==> config.mk <==
export PLATFORM = sky130hd
export DESIGN_NAME = symmetry_scanner
export DESIGN_NICKNAME = d
export VERILOG_FILES = /design/src/rtl/symscan_pkg.sv /design/src/rtl/symscan_lane_cmp.sv /design/src/rtl/symmetry_scanner.sv
export SDC_FILE = /design/constraint.sdc
export NUM_CORES = 1
export LEC_CHECK = 0
export BUFFER_PORTS_ARGS = -buffer_cell sky130_fd_sc_hd__buf_2
export CAP_MARGIN = 25
export CORE_MARGIN = 10
export CORE_UTILIZATION = 50
export DETAILED_ROUTE_END_ITERATION = 12
export GPL_ROUTABILITY_DRIVEN = 0
export GPL_TIMING_DRIVEN = 1
export PLACE_DENSITY = 0.8
export SLEW_MARGIN = 20
export SYNTH_ARGS = -nofsm -noshare
export SYNTH_HDL_FRONTEND = slang
export SYNTH_HIERARCHICAL = 1
export SYNTH_SLANG_ARGS = --single-unit
==> constraint.sdc <==
create_clock -name clk -period 7.35 [get_ports clk]
set_input_delay 0.735 -clock clk [delete_from_list [all_inputs] [get_ports clk]]
set_output_delay 0.735 -clock clk [all_outputs]
set_load 0.005 [all_outputs]
==> src/rtl/symscan_pkg.sv <==
// Shared types and width helpers for the symmetry scanner.
// Latency: n/a (declarations only).
// Backpressure: n/a.
// Contents: FSM state enum, mode encodings, CW/PW width functions.
package symscan_pkg;

   typedef enum logic [1:0] {
      IDLE = 2'd0,
      SCAN = 2'd1,
      DONE = 2'd2
   } symscan_state_t;

   localparam logic MODE_MIRROR = 1'b0;   // bit k must equal bit WIDTH-1-k
   localparam logic MODE_ANTI   = 1'b1;   // bit k must equal ~bit WIDTH-1-k

   // Mismatch count width: must hold 0..WIDTH/2 inclusive.
   function automatic int symscan_cw(input int width);
      return $clog2(width / 2 + 1);
   endfunction

   // Pair index width; at least one bit so a single-pair word still has a port.
   function automatic int symscan_pw(input int width);
      return (width / 2 > 1) ? $clog2(width / 2) : 1;
   endfunction

endpackage

==> src/rtl/symscan_lane_cmp.sv <==
// Compares LANES mirrored bit pairs; returns mismatch popcount and lowest mismatching lane.
// Latency: combinational, zero cycles.
// Backpressure: none (pure function of its inputs).
// Ports: lo_bits/hi_bits = the two bits of each pair, mode = mirror/anti-mirror,
//        mm_cnt = mismatches, mm_first = lowest mismatching lane, mm_vld = any mismatch.
module symscan_lane_cmp
   import symscan_pkg::*;
#(
   parameter  int LANES = 2,
   localparam int NW    = $clog2(LANES + 1),
   localparam int IW    = (LANES > 1) ? $clog2(LANES) : 1
) (
   input  logic [LANES-1:0] lo_bits,
   input  logic [LANES-1:0] hi_bits,
   input  logic             mode,
   output logic [NW-1:0]    mm_cnt,
   output logic [IW-1:0]    mm_first,
   output logic             mm_vld
);

   logic [LANES-1:0] mm_vec;

   always_comb begin
      mm_cnt   = '0;
      mm_first = '0;
      mm_vld   = 1'b0;
      mm_vec   = (mode == MODE_ANTI) ? ~(lo_bits ^ hi_bits) : (lo_bits ^ hi_bits);
      // Walk from the top lane down so the last hit written is the lowest index.
      for (int i = LANES - 1; i >= 0; i--) begin
         if (mm_vec[i]) begin
            mm_cnt   = mm_cnt + NW'(1);
            mm_first = IW'(i);
            mm_vld   = 1'b1;
         end
      end
   end

endmodule

==> src/rtl/symmetry_scanner.sv <==
// Multi-cycle mirrored-pair symmetry checker with saturating result statistics.
// Latency: result valid NPAIR/LANES cycles after the accepting edge; one word in flight.
// Backpressure: result held in DONE until out_ready; in_ready low from accept to handshake.
// Ports: in_valid/in_ready/in_data/in_mode = word input, out_* = per-word result,
//        stat_clr/stat_words/stat_syms = consumed-result counters.
module symmetry_scanner
   import symscan_pkg::*;
#(
   parameter  int WIDTH  = 16,
   parameter  int LANES  = 2,
   parameter  int STAT_W = 16,
   localparam int NPAIR  = WIDTH / 2,
   localparam int CW     = symscan_cw(WIDTH),
   localparam int PW     = symscan_pw(WIDTH),
   localparam int NSTEP  = NPAIR / LANES
) (
   input  logic              clk,
   input  logic              rst,
   input  logic              in_valid,
   output logic              in_ready,
   input  logic [WIDTH-1:0]  in_data,
   input  logic              in_mode,
   output logic              out_valid,
   input  logic              out_ready,
   output logic              out_sym,
   output logic [CW-1:0]     out_mismatch,
   output logic [PW-1:0]     out_first,
   input  logic              stat_clr,
   output logic [STAT_W-1:0] stat_words,
   output logic [STAT_W-1:0] stat_syms
);

   localparam int SW = (NSTEP > 1) ? $clog2(NSTEP) : 1;
   localparam int NW = $clog2(LANES + 1);
   localparam int IW = (LANES > 1) ? $clog2(LANES) : 1;

   symscan_state_t    state_q, state_d;
   logic [WIDTH-1:0]  word_q, word_d;
   logic              mode_q, mode_d;
   logic [SW-1:0]     step_q, step_d;
   logic [CW-1:0]     cnt_q, cnt_d;
   logic [PW-1:0]     first_q, first_d;
   logic              first_vld_q, first_vld_d;
   logic [STAT_W-1:0] stat_words_q, stat_words_d;
   logic [STAT_W-1:0] stat_syms_q, stat_syms_d;

   logic [WIDTH-1:0]  word_rev;
   logic [LANES-1:0]  lo_bits, hi_bits;
   logic [NW-1:0]     lane_cnt;
   logic [IW-1:0]     lane_first;
   logic              lane_vld;
   logic              res_hs;
   int                shamt;

   // Reversing the word once lets both halves of a step be picked by the same shift.
   always_comb begin
      word_rev = '0;
      for (int k = 0; k < WIDTH; k++) begin
         word_rev[k] = word_q[WIDTH-1-k];
      end
      shamt   = int'(step_q) * LANES;
      lo_bits = LANES'(word_q >> shamt);
      hi_bits = LANES'(word_rev >> shamt);
   end

   symscan_lane_cmp #(.LANES(LANES)) u_lane_cmp (
      .lo_bits  (lo_bits),
      .hi_bits  (hi_bits),
      .mode     (mode_q),
      .mm_cnt   (lane_cnt),
      .mm_first (lane_first),
      .mm_vld   (lane_vld)
   );

   always_comb begin
      state_d      = state_q;
      word_d       = word_q;
      mode_d       = mode_q;
      step_d       = step_q;
      cnt_d        = cnt_q;
      first_d      = first_q;
      first_vld_d  = first_vld_q;
      stat_words_d = stat_words_q;
      stat_syms_d  = stat_syms_q;
      res_hs       = (state_q == DONE) && out_ready;

      case (state_q)
         IDLE: begin
            if (in_valid) begin
               word_d      = in_data;
               mode_d      = in_mode;
               step_d      = '0;
               cnt_d       = '0;
               first_d     = '0;
               first_vld_d = 1'b0;
               state_d     = SCAN;
            end
         end
         SCAN: begin
            cnt_d = cnt_q + CW'(lane_cnt);
            if (!first_vld_q && lane_vld) begin
               first_d     = PW'(shamt + int'(lane_first));
               first_vld_d = 1'b1;
            end
            if (step_q == SW'(NSTEP - 1)) begin
               state_d = DONE;
            end else begin
               step_d = step_q + SW'(1);
            end
         end
         DONE: begin
            if (out_ready) begin
               state_d = IDLE;
            end
         end
         default: state_d = IDLE;
      endcase

      // Clear takes priority: a handshake in the same cycle is not counted.
      if (stat_clr) begin
         stat_words_d = '0;
         stat_syms_d  = '0;
      end else if (res_hs) begin
         if (stat_words_q != '1) begin
            stat_words_d = stat_words_q + STAT_W'(1);
         end
         if ((cnt_q == '0) && (stat_syms_q != '1)) begin
            stat_syms_d = stat_syms_q + STAT_W'(1);
         end
      end
   end

   always_ff @(posedge clk) begin
      if (rst) begin
         state_q      <= IDLE;
         word_q       <= '0;
         mode_q       <= MODE_MIRROR;
         step_q       <= '0;
         cnt_q        <= '0;
         first_q      <= '0;
         first_vld_q  <= 1'b0;
         stat_words_q <= '0;
         stat_syms_q  <= '0;
      end else begin
         state_q      <= state_d;
         word_q       <= word_d;
         mode_q       <= mode_d;
         step_q       <= step_d;
         cnt_q        <= cnt_d;
         first_q      <= first_d;
         first_vld_q  <= first_vld_d;
         stat_words_q <= stat_words_d;
         stat_syms_q  <= stat_syms_d;
      end
   end

   // Result fields read as zero outside DONE so partial SCAN sums never leak out.
   assign in_ready     = (state_q == IDLE) && !rst;
   assign out_valid    = (state_q == DONE);
   assign out_sym      = out_valid && (cnt_q == '0);
   assign out_mismatch = out_valid ? cnt_q : '0;
   assign out_first    = out_valid ? first_q : '0;
   assign stat_words   = stat_words_q;
   assign stat_syms    = stat_syms_q;

endmodule

==> impl_metrics.yaml, run 1 <==
outcome:
  status: "finished clean"
synth:
  synth.distinct_cells: 51
  synth_top_area_share_pct: 39.3
  ys_seq_elements: 61
  synthArstFlopShare_pct: 0
  synth_area_um2: 3110
  synth_edf_count: 0
  yosysMostFrequentCell: "dfxtp_1"
  yosysWarnings: 6
  syn_inst: 363
  synth_nets: 394
  synthTopCellsByCount: "dfxtp_1, nand2_1, a21oi_1"
  synth_area_leaders: "dfxtp_1, nand2_1, a21oi_1"
  synth_top_flop_cell: "dfxtp_1"
  ys_seq_area_share_pct: 39.3
  syn_area_per_cell_um2: 8.56
  synth_top_area_cell: "dfxtp_1"
critical_path:
  critical_path_class: "reg2reg"
  crit_arrival_ps: 3190
  end_kind: "register"
  critPathLaunchType: "register"
  crit_required_ps: 7550
  crit_fanout: 8
detailed_routing:
  first_iter_violations: 128
  final_antenna_net_count: 0
  wl_mm: 8.10
  vias: 2980
  wl_per_cell_um: 16.2
  drt-vias-per-instance: 5.95
  first_pass_iters: 4
  drc: 0
sta:
  timing.fmax_ghz: 0.334
  finalHoldViolations: 0
  clock_skew_ps: 8.80
  fin_crit_sh_pct: 40.7
  min_period_ps: 2990
  setup_viol: 0
  tns_ps: 0
  drv_slew: 0
  hold_slack_ps: 456
  postLayoutSetupSlackWorst_ps: 4360
  slew_headroom_pct: 29.4
  tightestPinTransition_ps: 1050
  rsz0062_at_grt: "no"
clocking:
  numCtsBuffers: 9
  clockRootBuffer: "clkbuf_8"
  cts_setup_buffers: 0
  clock_path_buffers: 2
  cts_resized: 0
  cts_hold_buf: 0
  worstSkewPairLatency_ps: 340
  htreeDepth: 3
  cts_tree: "built"
  cts.sink_count: 61
  clkTransAtPathRegs_ps: 60
power_and_ir_drop:
  max-vdd-ir-drop_mv: 0.171
  p_total_uw: 749
  p_leak_uw: 0.00147
  p_per_area_nw_per_um2: 203
grt:
  grt_use_total_pct: 16.0
  grt_pass1_wl_mm: 13.2
  grt-ovfl-total: 0
  antenna_found_initial: 0
  grt_max_degree: 38
  grt_pass1_vias: 2838
final_layout:
  drive_gt1_share_pct: 22.3
  nNetsFinal: 452
  diodes: 0
  layout.cells.non_filler: 501
  synthToLayoutAreaGrowth_pct: 19.0
die:
  start_util_pct: 51.8
  rows: 28
  die_w_um: 98.8
  die_y_um: 98.8
  io_pins: 64
  die_area_um2: 9760
  core_area_um2: 5990
run:
  cap_violations: 0
placement:
  hpwl_mm: 5.83
  place.port_buffers: 63
  dp_slack_ps: 4360
  dp.cells: 485
worst_hold_path:
  worstHoldPathType: "reg2reg"
routing by layer:
| metal | up-vias | wire length, um | track usage [%] |
|---|---|---|---|
| met2 | 89 | 4100 | 27.6 |
| met1 | 1411 | 3440 | 18.0 |
| met5 | - | 0 | 0 |
| li1 | 1472 | - | - |
| met3 | 8 | 497 | 5.17 |
| met4 | 0 | 72 | 5.62 |
cell type report:
type                    count  area [um2]
clock buffers              10         138
clock inverters             6        86.3
repair buffers             63         315
fillers                   535        2290
flip-flops and latches     61        1220
inverters                   7        26.3
well taps                  75        93.8
multi-input cells         279        1820
worst max-delay path, stage by stage (launching register included):
cell      delay, ps
dfxtp_1         530
mux4_2          610
xnor3_1         360
ha_1            200
inv_1            50
nor4bb_1        680
nor2_1          180
a22oi_1         200
nor2_1           60
final timing paths:
| kind | start | to | slack, ps | cells past startpoint |
|---|---|---|---|---|
| setup reg to reg | step_q[0] | first_q[2] | 4360 | 8 |
| hold reg to reg | word_q[12] | word_q[12] | 460 | 2 |
| hold / removal | word_q[12] | word_q[12] | 460 | 2 |
| setup / recovery | step_q[0] | first_q[2] | 4360 | 8 |
cells by family after synthesis:
logic type	count (synthesis)	synth area share [%]
multiplexers	11	5.20
AND/OR/NAND/NOR	176	30.1
AO/OA/AOI/OAI	79	15.7
buffers and inverters	23	2.78
adder cells (fa/ha/maj)	9	3.87
XOR/XNOR	4	2.98
flip-flops	61	39.3
through the flow:
step	util [%]	instance area, um2
detailed placement	57.7	3460
CTS	61.5	3680
floorplan	-	3110
global route	61.7	3700
global placement	57.7	3460
finish	61.7	3700
registers in the layout, indices dropped and copies added (netlist names):
name         count
cnt_q            4
word_q          16
mode_q           1
stat_words      16
state_q          2
first_vld_q      1
step_q           2
stat_syms       16
first_q          3
power breakdown:
group	internal, uW	switching (uW)	leakage (uW)
sequential	339	9.17	0.000495
clock	199	134	0.000112
combinational	31.3	35.3	0.000866
total	570	179	0.00147
cells in the final DEF (no fill, tap or decap), drive strengths merged, types with 5 or more instances in the layout:
master   n
a21oi   37
a22oi    5
a31oi    5
and2     8
and3     5
buf     63
clkbuf  10
dfxtp   61
ha       8
inv      7
mux2i    6
nand2   59
nand3   17
nand4    8
nor2    16
nor3    10
nor4     8
o21ai    8
o31ai   11
or3     14
or4     12
Note: power is estimated with default switching activity, not from simulation.
==> run 2: changes to the inputs <==
--- a/config.mk
+++ b/config.mk
@@ -8,11 +8,11 @@
 export BUFFER_PORTS_ARGS = -buffer_cell sky130_fd_sc_hd__buf_2
 export CAP_MARGIN = 25
 export CORE_MARGIN = 10
-export CORE_UTILIZATION = 50
+export CORE_UTILIZATION = 49
 export DETAILED_ROUTE_END_ITERATION = 12
 export GPL_ROUTABILITY_DRIVEN = 0
 export GPL_TIMING_DRIVEN = 1
-export PLACE_DENSITY = 0.8
+export PLACE_DENSITY = 0.81
 export SLEW_MARGIN = 20
 export SYNTH_ARGS = -nofsm -noshare
 export SYNTH_HDL_FRONTEND = slang
==> constraint.sdc (replaced) <==
create_clock -name clk -period 2.46 [get_ports clk]
set_input_delay 0.246 -clock clk [delete_from_list [all_inputs] [get_ports clk]]
set_output_delay 0.246 -clock clk [all_outputs]
set_load 0.005 [all_outputs]
==> run 2 against run 1 <==
  * The run now ends with negative setup slack left
  * Worst hold slack lost 320 ps
  * Sequential cell count is the same
  * Non-clock buffer count grew 15
  * Clock skew shrank 2.4 ps
  * Power grew to 3.1 times the previous value
  * Critical endpoint is now cnt_q[3]
==> impl_metrics.yaml, run 2 (synthesis results as in run 1) <==
sta:
  tightestPinTransition_ps: 682
  clock_skew_ps: 6.44
  rsz0062_at_grt: "yes"
  slew_headroom_pct: 54.5
  min_period_ps: 2530
  postLayoutSetupSlackWorst_ps: -69.6
  drv_slew: 0
  finalHoldViolations: 0
  setup_viol: 3
  fin_crit_sh_pct: 103
  timing.fmax_ghz: 0.395
  tns_ps: -176
clocking:
  htreeDepth: 3
  worstSkewPairLatency_ps: 340
  cts_tree: "built"
  clock_path_buffers: 2
  clkTransAtPathRegs_ps: 60
  numCtsBuffers: 9
  cts.sink_count: 61
  clockRootBuffer: "clkbuf_8"
outcome:
  status: "complete, but fails checks"
  violations: "negative setup slack"
placement:
  dp.cells: 497
  place.port_buffers: 63
  hpwl_mm: 5.82
die:
  core_area_um2: 6030
  die_y_um: 99.6
  io_pins: 64
  die_area_um2: 9920
  start_util_pct: 51.5
  rows: 28
  die_w_um: 99.6
run:
  cap_violations: 0
grt:
  antenna_found_initial: 0
  grt-ovfl-total: 0
  met3_usage_pct: 6.57
  grt_pass1_wl_mm: 13.7
  use_met2_pct: 27.6
  grt_pass1_vias: 2873
  grt_max_degree: 37
  grt_use_met1_pct: 18.9
  grt.busiest_layer: "met2"
  grt_use_total_pct: 16.4
detailed_routing:
  wl_mm: 8.09
  first_iter_violations: 125
  wl_per_cell_um: 15.7
  drc: 0
  final_antenna_net_count: 0
  vias: 3002
  drt-vias-per-instance: 5.82
  first_pass_iters: 4
final_layout:
  drive_gt1_share_pct: 26.3
  layout_common_cells: "buf_2, dfxtp_1, nand2_1"
  layout_commonest_cell: "buf_2"
  nNetsFinal: 467
  seqCellArea_um2: 1220
  multi_input_area_um2: 1830
  layout.cells.non_filler: 516
  synthToLayoutAreaGrowth_pct: 23.2
  nFillCells: 535
  diodes: 0
critical_path:
  crit_required_ps: 2740
  critical_path_class: "reg2reg"
  crit_arrival_ps: 2810
  crit_fanout: 2
  critPathLaunchType: "register"
  end_kind: "register"
power_and_ir_drop:
  p_per_area_nw_per_um2: 600
  p_total_uw: 2290
  max-vdd-ir-drop_mv: 0.404
  p_leak_uw: 0.00156
worst_hold_path:
  worstHoldPathType: "in2reg"
==> run 2: final timing paths <==
kind / slack [ps] / from / to / depth (start not counted)
max: -70 / step_q[1] / cnt_q[3] / 9
min: 140 / in_data[8] / word_q[8] / 3
max reg2reg: -70 / step_q[1] / cnt_q[3] / 9
min reg2reg: 450 / word_q[10] / word_q[10] / 2
==> run 2: per-stage QoR <==
step	setup WS (ps)	cell area [um2]	hold slack, ps	utilization, %
floorplan	-55.8	3130	382	-
global placement	-17.5	3560	443	59.1
detailed placement	-74.5	3560	448	59.1
CTS	-83.1	3800	131	63.1
global route	-219	3820	133	63.5
finish	-69.6	3820	139	63.5
==> run 2: critical path, cell delays in order (launching register included) <==
cell and delay (ps):
dfxtp_2 340, mux4_2 530, buf_4 160, xor3_1 350, ha_2 190, ha_1 270
a21o_1 160, nand3_1 90, mux2_4 300, nor2_1 70
==> run 2: report_power, final <==
part	switching (uW)	internal, uW	total (uW)
Sequential	22.3	1010	1040
Clock	398	623	1020
Combinational	116	120	236
==> run 2: routing by layer <==
metal / wire length [um] / part of all wire [%]
met2: 3950 / 49
met5: 0 / 0
met1: 3500 / 43
met4: 66 / 0.82
met3: 581 / 7.2
==> run 2: area by class of cell <==
class                           instances  area share [%]
Clock inverter                          4            1.83
Sequential cell                        61            32.0
Multi-Input combinational cell        279            47.8
Clock buffer                           12            4.06
Timing Repair Buffer                   78            11.2
Inverter                                7           0.687
Tap cell                               75            2.45
==> run 2: timing repair <==
action	4_1_cts	5_1_grt
endpoints found under the hold margin	0	0
buffers inserted	1	2
pin swaps	0	1
hold buffers	0	0
gates resized for setup	1	3
setup endpoints to repair	3	3
==> run 3: changes to the inputs <==
--- a/config.mk
+++ b/config.mk
@@ -16,5 +16,4 @@
 export SLEW_MARGIN = 20
 export SYNTH_ARGS = -nofsm -noshare
 export SYNTH_HDL_FRONTEND = slang
-export SYNTH_HIERARCHICAL = 1
 export SYNTH_SLANG_ARGS = --single-unit
==> run 3 against run 2 <==
  * The run now ends clean
  * Design area decreased by 0.88%
  * Wire length down 4.0%
  * Fmax grew 7.2%
  * First-iteration DRC count is 14% lower
  * Sequential share of layout area grew 0.45 points
==> impl_metrics.yaml, run 3 <==
power_and_ir_drop:
  p_per_area_nw_per_um2: 562
  max-vdd-ir-drop_mv: 0.401
  p_leak_uw: 0.00154
critical_path:
  end_kind: "register"
  crit_top_cell: "ha_4"
  crit_arrival_ps: 2640
  critical_path_class: "reg2reg"
  critPathLaunchType: "register"
  cpPeakStageDelay_ps: 480
  crit_fanout: 2
  path_cells: "xnor2_1 -> mux4_2 -> xnor2_2 -> inv_2 -> ha_4 -> ha_4 -> fa_1 -> nand2_1 -> or2_2 -> a21oi_1"
  crit_required_ps: 2740
  slowest_stage: "mux4_2"
synth:
  yosysWarnings: 0
  synth_area_leaders: "dfxtp_1, a21oi_1, nand2_1"
  synthArstFlopShare_pct: 0
  synth_area_um2: 3150
  yosysMostFrequentCell: "dfxtp_1"
  ys_seq_area_share_pct: 38.7
  synthTopCellsByCount: "dfxtp_1, nand2_1, a21oi_1"
  synth_top_area_cell: "dfxtp_1"
  ys_seq_elements: 61
  synth_top_flop_cell: "dfxtp_1"
  syn_inst: 367
  synth_top_area_share_pct: 38.7
  syn_area_per_cell_um2: 8.59
  synth_nets: 398
  synth_edf_count: 0
  synth.distinct_cells: 57
grt:
  grt-ovfl-total: 0
  antenna_found_initial: 0
  grt_pass1_wl_mm: 12.5
  grt_use_total_pct: 14.8
  grt_max_degree: 32
  grt_pass1_vias: 2709
detailed_routing:
  drc: 0
  m1WireLength_mm: 3.30
  drt-vias-per-instance: 5.80
  wl_met3_um: 509
  first_pass_iters: 4
  wl_per_cell_um: 15.2
  dr.max_layer_used: "met4"
  wl_mm: 7.77
  wl_met2_mm: 3.82
  final_antenna_net_count: 0
  first_iter_violations: 108
  vias: 2972
placement:
  dp.cells: 494
  hpwl_mm: 5.58
  place.port_buffers: 63
sta:
  setup_viol: 0
  timing.fmax_ghz: 0.424
  tns_ps: 0
  slew_headroom_pct: 58.5
  clock_skew_ps: 10.4
  fin_crit_sh_pct: 95.9
  tightestPinTransition_ps: 616
  min_period_ps: 2360
  drv_slew: 0
  finalHoldViolations: 0
final_layout:
  drive_gt1_share_pct: 27.4
  synthToLayoutAreaGrowth_pct: 20.3
  layout.cells.non_filler: 512
  nFillCells: 558
  layout_commonest_cell: "buf_2"
  layout_common_cells: "buf_2, nand2_1, dfxtp_1"
  diodes: 0
  nNetsFinal: 462
die:
  die_area_um2: 10000
  core_area_um2: 6310
  rows: 29
  die_w_um: 100
  start_util_pct: 49.9
  die_y_um: 100
  io_pins: 64
clocking:
  cts.sink_count: 61
  cts_tree: "built"
  numCtsBuffers: 9
  clock_path_buffers: 2
  clockRootBuffer: "clkbuf_8"
  htreeDepth: 3
  worstSkewPairLatency_ps: 350
  clkTransAtPathRegs_ps: 70
worst_hold_path:
  worstHoldPathType: "in2reg"
outcome:
  status: "finished clean"
run:
  cap_violations: 0
[run 3: worst max-delay path: cells and delay by family (launching register included)]
family | cells | cell delay [ps]
AND/OR/NAND/NOR | 2 | 370
AO/OA/AOI/OAI | 1 | 140
buffers and inverters | 1 | 80
XOR/XNOR | 2 | 330
adder cells (fa/ha/maj) | 3 | 590
multiplexers | 1 | 480
flip-flops | 1 | 320
[run 3: path summary, 6_finish.rpt]
kind,startpoint,end,slack (ps),cells past startpoint
hold reg to reg,first_q[0],first_q[0],460,2
setup reg to reg,word_q[0],cnt_q[2],100,10
hold / removal,in_data[10],word_q[10],130,3
setup / recovery,word_q[0],cnt_q[2],100,10
[run 3: area by class of cell]
type                    count  area, um2  share of cell area (%)
clock buffers              10        128                    3.37
clock inverters             5       52.6                    1.39
inverters                   6       22.5                   0.594
multi-input cells         282       1890                    49.8
flip-flops and latches     61       1230                    32.4
well taps                  77       96.3                    2.54
repair buffers             71        375                    9.90
[run 3: cells by family (layout without fill, tap and decap cells)]
family | count (synthesis) | after routing | synth area share (%)
and+or+nand+nor | 168 | 168 | 30.4
AOI/OAI and AO/OA | 89 | 89 | 17.7
xor gates and xnor gates | 10 | 10 | 2.78
buffers and inverters | 24 | 92 | 3.85
DFF | 61 | 61 | 38.7
muxes | 6 | 6 | 2.74
adders and majority gates | 9 | 9 | 3.81
[run 3: power by group]
group	internal [uW]	leakage, uW	switching (uW)
combinational	121	0.000950	129
sequential	1020	0.000497	26.8
clock	456	0.0000919	382
total	1590	0.00154	538
[run 3: metrics by stage]
| step | power, uW | utilization (%) | instance area (um2) | hold WS (ps) | setup WS, ps |
|---|---|---|---|---|---|
| CTS | 2100 | 58.4 | 3690 | 122 | 7.15 |
| global placement | 1250 | 55.5 | 3510 | 445 | 94.0 |
| detailed placement | 1260 | 55.5 | 3510 | 450 | 21.2 |
| global route | 2220 | 60.0 | 3790 | 130 | -58.3 |
| floorplan | 1200 | - | 3150 | 382 | 92.9 |
| finish | 2130 | 60.0 | 3790 | 126 | 99.7 |
[run 3: layer usage]
metal | GRT usage (%) | vias to the layer above
met2 | 24.0 | 84
li1 | - | 1485
met4 | 5.98 | 0
met3 | 5.56 | 14
met5 | 0 | -
met1 | 17.2 | 1389
[run 3: repair_timing]
| item | CTS | global route |
|---|---|---|
| hold buffers | 0 | 0 |
| buffers inserted | 0 | 2 |
| setup endpoints to repair | 0 | 4 |
| resized for setup | 0 | 19 |
